===== src/rtl/mem_arbiter.sv =====
// Two-client memory arbiter: round-robin with burst locks and read-response routing.
// Optional MEM_ARB_BURST_LIMIT_EN caps each lock at MAX_BURST beats.
module mem_arbiter #(
  parameter  int unsigned MAX_BURST = 16,
  localparam int unsigned DATA_W    = 64,
  localparam int unsigned CNT_W     = 8
) (
  input  logic              clk,
  input  logic              rst,
  input  logic              c0_req,
  input  logic              c0_we,
  input  logic              c0_lock,
  input  logic [DATA_W-1:0] c0_addr,
  input  logic [DATA_W-1:0] c0_wdata,
  output logic              c0_gnt,
  output logic              c0_valid,
  output logic [DATA_W-1:0] c0_rdata,
  input  logic              c1_req,
  input  logic              c1_we,
  input  logic              c1_lock,
  input  logic [DATA_W-1:0] c1_addr,
  input  logic [DATA_W-1:0] c1_wdata,
  output logic              c1_gnt,
  output logic              c1_valid,
  output logic [DATA_W-1:0] c1_rdata,
  output logic              mem_req,
  output logic              mem_we,
  output logic [DATA_W-1:0] mem_addr,
  output logic [DATA_W-1:0] mem_wdata,
  input  logic              mem_valid,
  input  logic [DATA_W-1:0] mem_rdata,
  output logic              err_spurious
);

  if (MAX_BURST < 2 || MAX_BURST > 256) begin : g_max_burst_range
    $error("mem_arbiter: MAX_BURST must be within 2..256");
  end

  typedef enum logic [1:0] {
    IDLE  = 2'd0,
    LOCK0 = 2'd1,
    LOCK1 = 2'd2
  } state_t;

  state_t state;
  state_t state_nxt;
  logic   rr_last;     // client that won the most recent beat
  logic   rd_pend;
  logic   rd_owner;
  logic   post_rst;    // first cycle after reset: responses are ignored
  logic   lock_sel;
  logic   burst_done;

  // Grant selection; nothing is granted while reset is asserted.
  always_comb begin
    c0_gnt = 1'b0;
    c1_gnt = 1'b0;
    if (!rst) begin
      case (state)
        IDLE: begin
          if (c0_req && (!c1_req || rr_last)) c0_gnt = 1'b1;
          else if (c1_req)                    c1_gnt = 1'b1;
        end
        LOCK0:   c0_gnt = 1'b1;
        LOCK1:   c1_gnt = 1'b1;
        default: ;
      endcase
    end
  end

  // Memory-side request mirrors the granted client.
  always_comb begin
    mem_req   = 1'b0;
    mem_we    = 1'b0;
    mem_addr  = '0;
    mem_wdata = '0;
    lock_sel  = 1'b0;
    if (c0_gnt) begin
      mem_req   = c0_req;
      mem_we    = c0_we;
      mem_addr  = c0_addr;
      mem_wdata = c0_wdata;
      lock_sel  = c0_lock;
    end else if (c1_gnt) begin
      mem_req   = c1_req;
      mem_we    = c1_we;
      mem_addr  = c1_addr;
      mem_wdata = c1_wdata;
      lock_sel  = c1_lock;
    end
  end

`ifdef MEM_ARB_BURST_LIMIT_EN
  logic [CNT_W-1:0] burst_cnt;
  logic [CNT_W-1:0] burst_cnt_nxt;

  // Entry beat counts as the first beat of the lock.
  assign burst_done = (burst_cnt == CNT_W'(MAX_BURST - 1));

  always_comb begin
    burst_cnt_nxt = burst_cnt;
    if (state_nxt == IDLE) burst_cnt_nxt = '0;
    else if (mem_req)      burst_cnt_nxt = burst_cnt + CNT_W'(1);
  end

  always_ff @(posedge clk) begin
    if (rst) burst_cnt <= '0;
    else     burst_cnt <= burst_cnt_nxt;
  end
`else
  assign burst_done = 1'b0;
`endif

  // Lock tracking: a locked beat from IDLE claims the bus until released.
  always_comb begin
    state_nxt = state;
    case (state)
      IDLE: begin
        if (mem_req && lock_sel) state_nxt = c1_gnt ? LOCK1 : LOCK0;
      end
      LOCK0, LOCK1: begin
        if (mem_req && (!lock_sel || burst_done)) state_nxt = IDLE;
      end
      default: state_nxt = IDLE;
    endcase
  end

  always_ff @(posedge clk) begin
    if (rst) begin
      state        <= IDLE;
      rr_last      <= 1'b1;
      rd_pend      <= 1'b0;
      rd_owner     <= 1'b0;
      post_rst     <= 1'b1;
      err_spurious <= 1'b0;
    end else begin
      state    <= state_nxt;
      post_rst <= 1'b0;
      if (mem_req) rr_last <= c1_gnt;
      rd_pend  <= mem_req && !mem_we;
      rd_owner <= c1_gnt;
      if (mem_valid && !rd_pend && !post_rst) err_spurious <= 1'b1;
    end
  end

  // Response routing; a response landing in a reset cycle is dropped.
  assign c0_valid = !rst && mem_valid && rd_pend && !rd_owner;
  assign c1_valid = !rst && mem_valid && rd_pend &&  rd_owner;
  assign c0_rdata = mem_rdata;
  assign c1_rdata = mem_rdata;

endmodule


===== config.mk =====
export PLATFORM = sky130hd
export DESIGN_NAME = mem_arbiter
export DESIGN_NICKNAME = d
export VERILOG_FILES = /design/src/rtl/mem_arbiter.sv
export SDC_FILE = /design/constraint.sdc
export NUM_CORES = 1
export LEC_CHECK = 0
export ABC_CLOCK_PERIOD_IN_PS = 2300
export BUFFER_PORTS_ARGS = -buffer_cell sky130_fd_sc_hd__buf_2
export CAP_MARGIN = 5
export CORE_AREA = 4 4 225 227
export DETAILED_ROUTE_END_ITERATION = 10
export DIE_AREA = 0 0 229 231
export SETUP_SLACK_MARGIN = 0.15
export SLEW_MARGIN = 25
export SYNTH_ARGS = -nofsm -noshare
export SYNTH_HDL_FRONTEND = slang
export SYNTH_SLANG_ARGS = --single-unit

===== constraint.sdc =====
create_clock -name clk -period 2.3 [get_ports clk]
set_input_delay 0.23 -clock clk [delete_from_list [all_inputs] [get_ports clk]]
set_output_delay 0.23 -clock clk [all_outputs]
set_load 0.03 [all_outputs]

==> results.py, run 1 <==
metrics = {
    "synth": {
        "ys_warn_count": 0,
        "yosysTopAreaCell": "a22o_1",
        "synth-edff-count": 0,
        "ys_seq_area_share_pct": 5.10,
        "ys_top_cells_by_area": "a22o_1, buf_4, dfxtp_1",
        "ys.flop_type": "dfxtp_1",
        "netlist_area_um2": 2750,
        "synth_cells": 339,
        "async_flop_share_pct": 0,
        "syn_area_per_cell_um2": 8.11,
        "syn-num-nets": 671,
        "netlist.area_leader.share_pct": 41.1,
        "synth_cell_types": 30,
        "ys_ff_latch": 7,
    },
    "floorplanning": {
        "top_level_ports": 592,
        "initial_core_util_pct": 5.65,
        "die_area_um2": 52900,
        "die_h_um": 231,
        "core.rowCount": 81,
        "dieWidth_um": 229,
        "core_um2": 48600,
    },
    "route": {
        "vias_per_cell": 3.21,
        "drc_errors": 0,
        "detail-route-antenna-nets": 0,
        "first_pass_iters": 4,
        "drtIter0Drc": 64,
        "vias": 4064,
        "avgRoutedWirePerCell_um": 20.1,
        "wirelength_um": 25400,
    },
    "clocking": {
        "cts_made_buffers": 3,
        "clock_sinks": 7,
        "clk_pin_slew_ns": 0.04,
        "cts_tree": "built",
        "clk_latency_ns": 0.23,
        "cts_buffer_depth": 2,
        "cts_max_level": 1,
        "root_buffer": "clkbuf_16",
        "postCtsHoldBufs": 0,
    },
    "sta": {
        "grt_setup_unrepaired": "yes",
        "fin_crit_ns": 2.38,
        "hold_violations": 0,
        "drv_slew": 0,
        "relSlewSlack_pct": 74.8,
        "setup_violations": 94,
        "setup_ws_ns": -0.0815,
        "fmax_ghz": 0.420,
        "fin_setup_tns_ns": -2.86,
        "period_share_pct": 104,
        "clock_skew_ns": 0.00215,
        "tightest_slew_ns": 0.378,
    },
    "run_status": {
        "violations": "setup timing",
        "status": "finished, violations left",
    },
    "global_route": {
        "grt_use_total_pct": 8.51,
        "antenna_found_initial": 13,
        "grt_pass1_wl_um": 31700,
        "gr-total-overflow": 0,
        "grt_max_degree": 62,
        "grt_pass1_vias": 4309,
    },
    "placed_design": {
        "gp_routability_congestion": 0.882,
        "portBuffers": 399,
        "post-place-ws_ns": -0.0143,
        "placed_area_um2": 4870,
        "place_hpwl_um": 20100,
        "dp.cells": 1226,
    },
    "final_layout": {
        "regArea_um2": 143,
        "final_common_cell": "buf_2",
        "fin_cells": 1266,
        "design_area_um2": 6420,
        "layout_common_cells": "buf_2, buf_6, a22o_1, buf_4, buf_12",
        "final_core_util_pct": 13.2,
        "synthToLayoutAreaGrowth_pct": 134,
        "final_layout_size_suffix_gt1_share_pct": 76.6,
        "multiInputGateArea_um2": 1640,
        "num-nets-final": 974,
        "fillers": 5525,
    },
    "critical_path": {
        "reg2reg_slack_ns": 0.25,
        "start_kind": "flip-flop",
        "reg2reg_depth": 11,
        "critPathCapture": "mem_addr[60]",
        "worstPathRequired_ns": 2.07,
        "cp_max_fo": 7,
        "cp-startpoint": "state[1]$_SDFFE_PP0P_",
        "critPathKind": "reg2out",
        "crit_path_end_kind": "output port",
        "r2r-end": "state[1]$_SDFFE_PP0P_",
        "arrival_ns": 2.15,
        "r2r-start": "state[0]$_SDFFE_PP0P_",
    },
    "pwr": {
        "power_density_nw_per_um2": 766,
        "ir_drop_mv": 0.309,
        "net-switching-power_mw": 2.41,
        "internal_power_mw": 2.51,
        "power_frac_comb_pct": 90.5,
        "switching_share_pct": 49.0,
        "sequentialPowerShare_pct": 3.4,
        "p_clk_share_pct": 6.1,
        "leakagePower_nw": 3.09,
    },
    "flow_run": {
        "maxCapViolCount": 0,
    },
    "min_path": {
        "min_from": "mem_valid",
        "hold_class": "in2reg",
    },
}
==> cell usage after synthesis, types with 4 or more instances <==
cell type	instances
buf_4	130
a22o_1	129
nor2b_1	4
dfxtp_1	7
nand2_1	5
buf_2	12
buf_6	12
==> worst max-delay path, cell delays in order, from the launching register on <==
cell	delay, ns
dfxtp_2	0.32
buf_6	0.12
ha_4	0.15
a31oi_4	0.16
or2_4	0.16
inv_4	0.03
and2_4	0.15
buf_6	0.12
buf_12	0.12
buf_16	0.14
buf_6	0.11
a22o_1	0.19
buf_6	0.14
==> power by group through the flow <==
stage / clock (mW) / sequential, mW / combinational [mW]
3_5_place_dp: 0 / 0.163 / 3.32
2_1_floorplan: 0 / 0.166 / 2.35
5_1_grt: 0.308 / 0.169 / 4.68
3_3_place_gp: 0 / 0.163 / 3.32
4_1_cts: 0.303 / 0.166 / 4.36
6_report: 0.299 / 0.167 / 4.46
==> routing by layer <==
layer	track usage (%)	share of wire (%)
met1	7.44	30
met2	16.5	51
met3	4.08	13
met4	3.50	5.2
met5	0	0.40
==> flip-flops by register name (all words and copies together) (netlist names) <==
name and cells:
rr_last 1, err_spurious 1, post_rst 1, state 2
rd_pend 1, rd_owner 1
==> kinds of logic (layout without fill, tap and decap cells) <==
| logic type | after synthesis | in the layout | synth area share (%) |
|---|---|---|---|
| DFF | 7 | 7 | 5.10 |
| buffers and inverters | 161 | 463 | 43.5 |
| other | 0 | 3 | 0 |
| AOI/OAI and AO/OA | 142 | 142 | 44.8 |
| and+or+nand+nor | 26 | 26 | 5.23 |
| adders and majority gates | 3 | 3 | 1.37 |
==> per-stage QoR <==
step / power (mW) / hold WS [ns]
global placement: 3.48 / 0.454
detailed placement: 3.48 / 0.460
finish: 4.92 / 0.251
CTS: 4.83 / 0.248
floorplan: 2.51 / 0.258
global route: 5.15 / 0.277
==> layout make-up <==
cell class	instances	area share, %
Multi-Input combinational cell	171	25.5
Clock buffer	4	1.23
Inverter	4	0.312
Antenna cell	3	0.117
Timing Repair Buffer	455	58.5
Tap cell	622	12.1
Sequential cell	7	2.22
==> what timing repair did <==
item                       CTS  global route
setup endpoints to repair  130           131
buffers inserted            21             2
resized for setup          274             6
gates cloned                 6             4
pin swaps                   17            12
hold endpoints to repair     0             0
==> how the worst min path moves through the flow <==
stage | end | slack (ns) | depth (start not counted)
floorplan | post_rst$_DFF_P_ | 0.26 | 0
global placement | err_spurious$_SDFFE_PP0P_ | 0.45 | 2
detailed placement | c0_rdata[46] | 0.46 | 0
CTS | err_spurious$_SDFFE_PP0P_ | 0.25 | 3
global route | post_rst$_DFF_P_ | 0.28 | 1
finish | err_spurious$_SDFFE_PP0P_ | 0.25 | 3
No activity file was read; power rests on OpenSTA's default activity.
==> run 2, diff against run 1 <==
ABC_AREA = 1   (was not set)
CORE_AREA = 4 4 227 229   (was 4 4 225 227)
DIE_AREA = 0 0 231 233   (was 0 0 229 231)
==> results.py, run 2 <==
metrics = {
    "final_layout": {
        "final_layout_size_suffix_gt1_share_pct": 74.3,
        "largest_register": "state",
        "num-nets-final": 972,
        "layout_common_cells": "buf_2, a22o_1, buf_6, buf_4, buf_12",
        "synthToLayoutAreaGrowth_pct": 124,
        "final_common_cell": "buf_2",
        "final_core_util_pct": 12.6,
        "fillers": 5688,
        "largest_reg_flops": 2,
    },
    "route": {
        "vias_per_cell": 3.02,
        "vias": 3960,
        "wirelength_um": 25400,
        "drtIter0Drc": 128,
        "detail-route-antenna-nets": 0,
        "first_pass_iters": 4,
        "drc_errors": 0,
        "avgRoutedWirePerCell_um": 19.4,
    },
    "synth": {
        "syn_area_per_cell_um2": 7.98,
        "synth_cell_types": 23,
        "netlist_area_um2": 2790,
        "ys_ff_latch": 7,
        "ys.flop_type": "dfxtp_1",
        "synth_cells": 350,
        "yosysTopAreaCell": "a22o_1",
        "synth-edff-count": 0,
        "netlist.area_leader.share_pct": 40.5,
        "ys_warn_count": 0,
        "async_flop_share_pct": 0,
        "ys_seq_area_share_pct": 5.02,
        "ys_top_cells_by_area": "a22o_1, buf_4, buf_8",
        "syn-num-nets": 682,
        "netlist_top_cells_count": "a22o_1, buf_4, nand2_1, buf_2, inv_1",
    },
    "clocking": {
        "cts_buffer_depth": 2,
        "clk_latency_ns": 0.23,
        "clk_pin_slew_ns": 0.04,
        "postCtsHoldBufs": 0,
        "cts_max_level": 1,
        "root_buffer": "clkbuf_16",
        "cts_tree": "built",
        "cts_made_buffers": 3,
        "clock_sinks": 7,
    },
    "critical_path": {
        "critPathKind": "reg2out",
        "cp_max_fo": 7,
        "start_kind": "flip-flop",
        "crit_path_end_kind": "output port",
        "reg2reg_depth": 14,
        "cp-startpoint": "state[0]$_SDFFE_PP0P_",
        "worstPathRequired_ns": 2.07,
        "reg2reg_slack_ns": 0.40,
        "r2r-end": "rd_pend$_SDFF_PP0_",
        "critPathCapture": "mem_addr[31]",
        "r2r-start": "state[0]$_SDFFE_PP0P_",
        "arrival_ns": 1.99,
    },
    "sta": {
        "grt_setup_unrepaired": "yes",
        "fin_crit_ns": 2.22,
        "setup_violations": 0,
        "period_share_pct": 96.3,
        "fin_setup_tns_ns": 0,
        "holdWs_ns": 0.177,
        "tightest_slew_ns": 0.215,
        "clock_skew_ns": 0.00105,
        "drv_slew": 0,
        "fmax_ghz": 0.451,
        "relSlewSlack_pct": 85.7,
        "hold_violations": 0,
    },
    "pwr": {
        "sequentialPowerShare_pct": 2.9,
        "net-switching-power_mw": 3.04,
        "power_density_nw_per_um2": 964,
        "power_frac_comb_pct": 92.2,
        "internal_power_mw": 3.00,
        "switching_share_pct": 50.3,
        "p_clk_share_pct": 4.9,
        "total_power_mw": 6.04,
        "ir_drop_mv": 0.550,
        "leakagePower_nw": 3.03,
    },
    "floorplanning": {
        "top_level_ports": 592,
        "core.rowCount": 82,
        "die_h_um": 233,
        "initial_core_util_pct": 5.62,
        "die_area_um2": 53800,
        "core_um2": 49700,
        "dieWidth_um": 231,
    },
    "global_route": {
        "grt_pass1_wl_um": 29200,
        "grt_max_degree": 43,
        "antenna_found_initial": 2,
        "grt_use_total_pct": 7.69,
        "grt_pass1_vias": 3955,
        "gr-total-overflow": 0,
    },
    "placed_design": {
        "place_hpwl_um": 19100,
        "portBuffers": 399,
        "gp_routability_congestion": 0.712,
    },
    "run_status": {
        "status": "finished clean",
    },
    "min_path": {
        "hold_class": "in2reg",
    },
    "flow_run": {
        "maxCapViolCount": 0,
    },
}
[run 2: power by group through the flow]
stage | clock network, mW | registers (mW) | logic [mW]
after detailed placement | 0 | 0.172 | 3.98
final | 0.299 | 0.174 | 5.57
after floorplan | 0 | 0.173 | 3.04
after global routing | 0.312 | 0.178 | 5.86
after CTS | 0.301 | 0.173 | 4.97
after global placement | 0 | 0.172 | 3.99
[run 2: kinds of logic after synthesis]
family          count (synthesis)  synth area share, %
buf+inv                       170                 45.4
fa+ha+maj                       3                 1.34
flops                           7                 5.02
simple gates                   36                 6.41
compound gates                134                 41.9
[run 2: how the worst min path moves through the flow]
stage,startpoint,end,cells past startpoint
finish,rst,post_rst$_DFF_P_,1
global route,rst,post_rst$_DFF_P_,1
CTS,rst,post_rst$_DFF_P_,1
detailed placement,rst,post_rst$_DFF_P_,1
global placement,rst,post_rst$_DFF_P_,1
floorplan,rst,post_rst$_DFF_P_,0
[run 2: area by class of cell]
class                      count  area (µm²)  share of cell area (%)
antenna                        2        5.00                  0.0799
tap                          672         841                    13.4
multi-input combinational    173        1540                    24.6
clock buffer                   4        78.8                    1.26
timing repair buffer         441        3600                    57.5
sequential                     7         143                    2.28
inverter                      14        55.1                   0.879
[run 2: per-layer routing]
metal / track usage [%] / vias to the layer above / part of all wire, %
met5: 0 / - / 0
met4: 2.26 / 0 / 3.0
met3: 2.39 / 38 / 10
met2: 12.4 / 372 / 44
met1: 9.89 / 1800 / 43
li1: - / 1750 / -
[run 2: repair_timing]
item,4_1_cts,5_1_grt
pin swaps,4,10
setup endpoints to repair,129,129
gates cloned,6,8
buffers inserted,9,2
resized for setup,177,132
[run 2: critical path, stage by stage (launching register included)]
cell and delay (ns):
dfxtp_2 0.32, inv_2 0.07, ha_4 0.17, nand2_2 0.06, inv_2 0.05, nand2_2 0.06, nand2_4 0.07, nand2_4 0.06
nor2_4 0.10, buf_12 0.16, buf_8 0.14, buf_12 0.14, a22o_1 0.19, buf_6 0.15
[run 2: per-stage QoR]
step           instances  worst slack, ns  cell area, µm²
6_report            1313           0.0847            6270
2_1_floorplan        350            0.268            2790
3_5_place_dp        1282            0.103            4750
5_1_grt             1313         -0.00317            6270
4_1_cts             1301           0.0350            5700
3_3_place_gp        1282            0.117            4750
